==> src/rtl/uart_frame_tx.sv <==
// ---------------------------------------------------------------------------
// uart_frame_tx
//   Serialises a fixed UART command frame as back-to-back 8N1 bytes:
//     0x55, 0xA5, Time[31:24], Time[23:16], Time[15:8], Time[7:0], Ctrl,
//     [checksum,] 0xF0
//   Ctrl, Time and Baud_set are captured when a frame starts and held
//   for the whole frame. Each byte is followed by one extra idle-high
//   cycle, because the frame byte for the next slot is selected in LOAD.
//
// Optional build macro:
//   UART_FRAME_TX_CHECKSUM_EN - inserts an 8-bit additive checksum of the
//   four Time bytes and Ctrl between Ctrl and the 0xF0 tail.
//
// Parameters:
//   CLK_FREQ   - system clock in Hz; bit period = CLK_FREQ / baud.
// Ports:
//   Clk        - system clock
//   Reset_n    - synchronous reset, active HIGH despite its name
//   Baud_set   - 0:9600 1:19200 2:38400 3:57600 4:115200, 5..7 -> 9600
//   Ctrl       - control byte to send
//   Time       - 32-bit time word to send
//   Send_go    - start request (pulse or level), ignored while busy
//   uart_tx    - serial output, idles high
//   Busy       - frame in progress
//   Byte_done  - one-cycle pulse after each byte's stop bit
//   Frame_done - one-cycle pulse, one cycle after the last Byte_done
// ---------------------------------------------------------------------------
module uart_frame_tx #(
    parameter int CLK_FREQ = 50_000_000
) (
    input  logic        Clk,
    input  logic        Reset_n,
    input  logic [2:0]  Baud_set,
    input  logic [7:0]  Ctrl,
    input  logic [31:0] Time,
    input  logic        Send_go,
    output logic        uart_tx,
    output logic        Busy,
    output logic        Byte_done,
    output logic        Frame_done
);

    // Wide enough for the slowest (9600 baud) bit period.
    localparam int CW = $clog2(CLK_FREQ / 9600 + 1);

`ifdef UART_FRAME_TX_CHECKSUM_EN
    localparam logic [3:0] LAST_IDX = 4'd8;
`else
    localparam logic [3:0] LAST_IDX = 4'd7;
`endif

    typedef enum logic [1:0] {
        IDLE  = 2'd0,
        LOAD  = 2'd1,
        SHIFT = 2'd2,
        DONE  = 2'd3
    } state_t;

    function automatic logic [CW-1:0] bit_cycles(input logic [2:0] sel);
        case (sel)
            3'd1:    bit_cycles = CW'(CLK_FREQ / 19200);
            3'd2:    bit_cycles = CW'(CLK_FREQ / 38400);
            3'd3:    bit_cycles = CW'(CLK_FREQ / 57600);
            3'd4:    bit_cycles = CW'(CLK_FREQ / 115200);
            default: bit_cycles = CW'(CLK_FREQ / 9600);
        endcase
    endfunction

`ifdef UART_FRAME_TX_CHECKSUM_EN
    function automatic logic [7:0] checksum(input logic [7:0]  ctrl,
                                            input logic [31:0] tm);
        checksum = tm[31:24] + tm[23:16] + tm[15:8] + tm[7:0] + ctrl;
    endfunction
`endif

    function automatic logic [7:0] frame_byte(input logic [3:0]  idx,
                                              input logic [7:0]  ctrl,
                                              input logic [31:0] tm);
        case (idx)
            4'd0:    frame_byte = 8'h55;
            4'd1:    frame_byte = 8'hA5;
            4'd2:    frame_byte = tm[31:24];
            4'd3:    frame_byte = tm[23:16];
            4'd4:    frame_byte = tm[15:8];
            4'd5:    frame_byte = tm[7:0];
            4'd6:    frame_byte = ctrl;
`ifdef UART_FRAME_TX_CHECKSUM_EN
            4'd7:    frame_byte = checksum(ctrl, tm);
`endif
            default: frame_byte = 8'hF0;
        endcase
    endfunction

    state_t      state_q, state_d;
    logic [7:0]  ctrl_q, ctrl_d;
    logic [31:0] time_q, time_d;
    logic [CW-1:0] bit_cyc_q, bit_cyc_d;
    logic [CW-1:0] baud_cnt_q, baud_cnt_d;
    logic [3:0]  bit_cnt_q, bit_cnt_d;
    logic [3:0]  byte_idx_q, byte_idx_d;
    // {stop, data[7:0], start}; bit 0 is the bit currently on the line.
    logic [9:0]  shift_q, shift_d;
    logic        tx_q, tx_d;
    logic        busy_q, busy_d;
    logic        byte_done_q, byte_done_d;
    logic        frame_pend_q, frame_pend_d;
    logic        frame_done_q, frame_done_d;

    // Next-state, datapath and registered-output logic.
    always_comb begin
        state_d      = state_q;
        ctrl_d       = ctrl_q;
        time_d       = time_q;
        bit_cyc_d    = bit_cyc_q;
        baud_cnt_d   = baud_cnt_q;
        bit_cnt_d    = bit_cnt_q;
        byte_idx_d   = byte_idx_q;
        shift_d      = shift_q;
        tx_d         = 1'b1;
        busy_d       = (state_q != IDLE);
        byte_done_d  = 1'b0;
        frame_pend_d = 1'b0;
        // Frame_done trails the DONE state by one extra stage so that it
        // lines up with Busy falling.
        frame_done_d = frame_pend_q;

        case (state_q)
            IDLE: begin
                if (Send_go) begin
                    ctrl_d     = Ctrl;
                    time_d     = Time;
                    bit_cyc_d  = bit_cycles(Baud_set);
                    byte_idx_d = 4'd0;
                    state_d    = LOAD;
                end else begin
                    state_d    = IDLE;
                end
            end
            LOAD: begin
                shift_d     = {1'b1, frame_byte(byte_idx_q, ctrl_q, time_q), 1'b0};
                baud_cnt_d  = {CW{1'b0}};
                bit_cnt_d   = 4'd0;
                // A LOAD with a non-zero index follows a finished byte.
                byte_done_d = (byte_idx_q != 4'd0);
                state_d     = SHIFT;
            end
            SHIFT: begin
                tx_d = shift_q[0];
                if (baud_cnt_q == bit_cyc_q - CW'(1)) begin
                    baud_cnt_d = {CW{1'b0}};
                    shift_d    = {1'b1, shift_q[9:1]};
                    if (bit_cnt_q == 4'd9) begin
                        bit_cnt_d = 4'd0;
                        if (byte_idx_q == LAST_IDX) begin
                            state_d = DONE;
                        end else begin
                            byte_idx_d = byte_idx_q + 4'd1;
                            state_d    = LOAD;
                        end
                    end else begin
                        bit_cnt_d = bit_cnt_q + 4'd1;
                    end
                end else begin
                    baud_cnt_d = baud_cnt_q + CW'(1);
                end
            end
            DONE: begin
                byte_done_d  = 1'b1;
                frame_pend_d = 1'b1;
                state_d      = IDLE;
            end
            default: begin
                state_d = IDLE;
            end
        endcase
    end

    // State and output registers with synchronous active-high reset.
    always_ff @(posedge Clk) begin
        if (Reset_n) begin
            state_q      <= IDLE;
            ctrl_q       <= 8'h00;
            time_q       <= 32'h0000_0000;
            bit_cyc_q    <= {CW{1'b0}};
            baud_cnt_q   <= {CW{1'b0}};
            bit_cnt_q    <= 4'd0;
            byte_idx_q   <= 4'd0;
            shift_q      <= 10'h3FF;
            tx_q         <= 1'b1;
            busy_q       <= 1'b0;
            byte_done_q  <= 1'b0;
            frame_pend_q <= 1'b0;
            frame_done_q <= 1'b0;
        end else begin
            state_q      <= state_d;
            ctrl_q       <= ctrl_d;
            time_q       <= time_d;
            bit_cyc_q    <= bit_cyc_d;
            baud_cnt_q   <= baud_cnt_d;
            bit_cnt_q    <= bit_cnt_d;
            byte_idx_q   <= byte_idx_d;
            shift_q      <= shift_d;
            tx_q         <= tx_d;
            busy_q       <= busy_d;
            byte_done_q  <= byte_done_d;
            frame_pend_q <= frame_pend_d;
            frame_done_q <= frame_done_d;
        end
    end

    assign uart_tx    = tx_q;
    assign Busy       = busy_q;
    assign Byte_done  = byte_done_q;
    assign Frame_done = frame_done_q;

endmodule

==> config.mk <==
export PLATFORM = sky130hd
export DESIGN_NAME = uart_frame_tx
export DESIGN_NICKNAME = d
export VERILOG_FILES = /design/src/rtl/uart_frame_tx.sv
export SDC_FILE = /design/constraint.sdc
export NUM_CORES = 1
export LEC_CHECK = 0
export BUFFER_PORTS_ARGS = -buffer_cell sky130_fd_sc_hd__buf_2
export CORE_AREA = 2 2 106 108
export CTS_CLUSTER_DIAMETER = 30
export DETAILED_ROUTE_END_ITERATION = 12
export DIE_AREA = 0 0 108 110
export GPL_TIMING_DRIVEN = 0
export HOLD_SLACK_MARGIN = 0.05
export PLACE_DENSITY = 0.71
export SYNTH_ARGS = -nofsm -noshare
export SYNTH_HDL_FRONTEND = slang
export SYNTH_SLANG_ARGS = --single-unit
==> constraint.sdc <==
create_clock -name Clk -period 2.3 [get_ports Clk]
set_clock_uncertainty 0.1 [all_clocks]
set_input_delay 0.345 -clock Clk [delete_from_list [all_inputs] [get_ports Clk]]
set_output_delay 0.345 -clock Clk [all_outputs]
set_load 0.1 [all_outputs]
# After elaboration in Yosys (flattened, before gate mapping)
# Cells that the tools add are included.
# W data, S select, Z words.
# classes
n_bitwise	1
n_eq_ne	20
add_sub_neg	4
n_reduce_logical	11
muxes	21
# op_table
op	count
$pmux W8 S7	1
$pmux W13 S4	1
$pmux W13 S2	1
$mux W4	6
$pmux W10 S2	1
$eq A4 B3 Y1 const B	4
$pmux W4 S2	2
$add A13 B1 Y13 const B	1
$eq A13 B13 Y1	1
$mux W13	1
$sub A13 B1 Y13 const B	1
$mux W10	1
$add A4 B1 Y4 const B	2
$eq A4 B2 Y1 const B	2
$ne A2 B2 Y1 const B	4
$pmux W2 S4	1
$eq A3 B2 Y1 const B	2
$mux W2	3
$reduce_and A2 Y1	3
$reduce_bool A2 Y1	3
$reduce_and A5 Y1	1
$eq A2 B2 Y1 const B	2
$eq A4 B1 Y1 const B	1
$eq A4 B4 Y1 const B	1
10 further kinds	11
# word_totals
in_bits	46
wordCells	70
output_inout_bits	4
register_bits	91

# Logic depth before layout (Yosys ltp)
# depth
word_depth	5
ltp_mapped	10
depth_no_buf	9

# Least setup slack after synthesis
# No wires, ideal clock.
# synth_path
path_kind	register to register
from	register bit_cyc_q[1]
to	register shift_q[0]
period_less_slack_ns	2.504
setup_ns	0.120
path_stages_with_launch	10
slack_ns	-0.204
arrival_ns	2.284
cell_sequence	dfxtp_1 > inv_1 > ha_1 > xnor2_1 > a2111oi_4 > a21boi_2 > o2111a_2 > o2111ai_2 > and3_1 > a211o_1
# synth_via
elab_chain_cells	4
# synth_lines
element	line	text
from (decl)	97	logic [CW-1:0] bit_cyc_q, bit_cyc_d;
from (signal assigned)	184	bit_cyc_q <= {CW{1'b0}};
from (signal assigned)	198	bit_cyc_q <= bit_cyc_d;
$sub A13 B1 Y13	149	if (baud_cnt_q == bit_cyc_q - CW'(1)) begin
$eq A13 B13 Y1	149	
$ne A2 B2 Y1 (no line)	n/a	
$reduce_and A2 Y1 (no line)	n/a	
to (signal assigned)	202	shift_q <= shift_d;
to (decl)	102	logic [9:0] shift_q, shift_d;
# No other way between the ends.
# A chain may end at the register's enable or synchronous reset.

# Worst setup path after layout
# layout_path
from	register bit_cyc_q[6]
to	register baud_cnt_q[6]
# layout_via
elab_chain_cells	4
# layout_lines
element	line	text
$sub A13 B1 Y13	149	
$eq A13 B13 Y1	149	
$mux W13	149	
$pmux W13 S2	127	case (state_q)
to (signal assigned)	185	baud_cnt_q <= {CW{1'b0}};
to (signal assigned)	199	baud_cnt_q <= baud_cnt_d;
to (decl)	98	logic [CW-1:0] baud_cnt_q, baud_cnt_d;
# No other way between the ends.

==> impl_metrics.tcl <==
set metrics [dict create \
    drv_slew 0 \
    total_leakage_power_nw 2.030 \
    place.detailed.hpwl_um 8805 \
    vias 4384 \
    crit_slowest_cell "or3_4" \
    first_pass_iters 5 \
    powerDensity_mw_per_mm2 648.6 \
    cts_sinks 89 \
    clkTransAtPathRegs_ps 100 \
    mostFrequentLayoutCells "nand2_1, dfxtp_1, a21oi_1" \
    postSynth.asyncResetShare 0 \
    ios 50 \
    grt_max_degree 18 \
    violations "negative setup slack" \
    root_buffer "clkbuf_8" \
    fin_crit_ps 2663 \
    fmax_mhz 375.5 \
    finalCritPeriodShare 1.158 \
    rsz0062_at_grt "yes" \
    n_fill_cell 967 \
    grt_pass1_vias 4147 \
    start_util 0.4133 \
    yosys_warnings 0 \
    die-area_mm2 0.01188 \
    port_buffers 48 \
    worstPathRequired_ps 2440 \
    syn_area_per_cell_um2 8.113 \
    synth.distinct_cells 64 \
    final_cell_area_mm2 0.005538 \
    ir_drop_mv 0.5064 \
    placed_cell_area_mm2 0.004865 \
    via_per_inst 5.723 \
    grt_antenna_before_repair 0 \
    ys_ff_latch 89 \
    cts_buffers 9 \
    crit_path_end_kind "flop" \
    synthesis.nets 604 \
    worstSetupPathType "flop to flop" \
    synth.cell_area_mm2 0.004422 \
    hold_viol_final 0 \
    finalWorstSetupSlack_ps -363.1 \
    drt_iter0_markers 383 \
    critPathMaxStageDelay_ps 410 \
    clk_latency_ps 390 \
    yosysSeqAreaShare 0.4029 \
    wire_per_inst_um 16.71 \
    synth-edff-count 0 \
    num_rows 38 \
    cap_violations 0 \
    critPathMaxFanout 5 \
    maxSlewHeadroom 0.4625 \
    die_y_um 110 \
    ys.flop_type "dfxtp_1" \
    antenna_cells 0 \
    drt_wl_total_um 12800 \
    status "finished with violations" \
    dpl_worst_slack_ps -407.7 \
    cpMostUsedCell "or3_4" \
    worst_pin_slew_ps 804.5 \
    cts_max_path_buffers 2 \
    fp.dieW_um 108 \
    track_usage 0.2218 \
    drc 0 \
    core-area_mm2 0.01070 \
    cp.arrival_ps 2800 \
    htreeDepth 3 \
    layout_commonest_cell "nand2_1" \
    place_inst 733 \
    cts_tree "built" \
    min_path_type "input port to flop" \
    critPathLaunchType "flop" \
    layout-drive-gt1-share 0.2492 \
    areaGrowthSynthToFinish_pct 25.24 \
    antenna_left 0 \
    grt_overflow 0 \
    finalSetupViolations 32 \
    cp_cell_sequence "or3_4, or3_4, a21boi_2, buf_4, nand3_2, a2111o_1, a21boi_4, buf_6, nor4_1" \
    grt_pass1_wl_um 20420 \
    fin_cells 766 \
    syn_inst 545 \
    final_nets 680 \
    place_congestion 0.9759 \
]
## critical path: cells and delay by family (launching register included)
family | cells | cell delay, ps
flip-flops | 1 | 380
buffers and inverters | 2 | 290
AO/OA/AOI/OAI | 3 | 820
AND/OR/NAND/NOR | 4 | 930
## repair_timing
action | 4_1_cts | 5_1_grt
setup buffers | 14 | 4
gates cloned | 0 | 1
endpoints found under the setup margin | 52 | 50
hold buffers | 0 | 0
resized for setup | 48 | 33
pin swaps | 24 | 13
## registers in the layout (all words and copies together) (netlist names)
name and cells:
bit_cnt_q 4, frame_done_d 1, state_q 2, byte_idx_q 4, baud_cnt_q 13, uart_tx 1
shift_q 9, Byte_done 1, time_q 32, bit_cyc_q 12, ctrl_q 8, Frame_done 1
Busy 1
## where the power goes
| group | internal, W | leakage, nW | switching [W] |
|---|---|---|---|
| logic | 0.000299 | 1.20 | 0.000421 |
| clock network | 0.000522 | 0.0999 | 0.000632 |
| registers | 0.00163 | 0.733 | 0.0000869 |
## layout make-up
class	instances	area, µm²	share of cell area
clock inverters	7	85.08	0.01536
flip-flops and latches	89	1808	0.3265
repair buffers	67	425.4	0.07682
plain buffers	29	130.1	0.02350
multi-input cells	411	2738	0.4944
inverters	14	52.55	0.009489
clock buffers	9	123.9	0.02237
well taps	140	175.2	0.03163
## layer usage
metal	GRT usage	up-vias	share of wire	routed length, µm
li1	-	2072	-	-
met1	0.2801	2098	0.43	5494
met2	0.3697	172	0.48	6125
met3	0.04115	42	0.057	727
met4	0.1007	0	0.035	453
met5	0	-	0	0
## logic make-up after synthesis
kind of cell | synth area share
flops | 0.4029
fa+ha+maj | 0.03679
xor+xnor | 0.04159
simple gates | 0.2521
buf+inv | 0.04188
mux | 0.009055
compound gates | 0.2156
## through the flow
stage	util	TNS [ps]	total power, W	hold slack [ps]
global placement	0.4547	-6843	0.002308	346.9
floorplan	-	-1485	0.002151	306.6
detailed placement	0.4547	-8255	0.002329	348.2
CTS	0.5007	-6038	0.003530	79.91
finish	0.5177	-8289	0.003592	82.90
global route	0.5177	-10760	0.003741	84.44
## path summary, 6_finish.rpt
kind | start | end | slack [ps] | cells after the start
max reg2reg | bit_cyc_q[6] | baud_cnt_q[6] | -360 | 9
min reg2reg | shift_q[2] | shift_q[1] | 360 | 2
min | Ctrl[6] | ctrl_q[6] | 80 | 3
max | bit_cyc_q[6] | baud_cnt_q[6] | -360 | 9
## synthesized netlist by cell type, drive strengths merged, types with 4 or more instances
library cell    n  share of area
a21oi          65          0.074
or3             8          0.014
clkbuf         21          0.018
and2            4         0.0057
inv            14          0.012
and3            6         0.0085
a31oi           6         0.0085
a221oi          4         0.0079
nor2b           8          0.011
o211ai          5         0.0085
nor2           33          0.029
nand2b          4         0.0057
nor3           20          0.023
xor2           10          0.020
dfxtp          89           0.40
mux2i           4         0.0091
nand3          15          0.017
nand2         114          0.097
xnor2          11          0.022
nor3b           4         0.0068
nand4           6         0.0085
o21ai           8         0.0091
a211oi          5          0.012
ha             13          0.037
nor4            5         0.0085
buf            10          0.012
a22oi          11          0.019
Power figures use the tool's default switching activity.
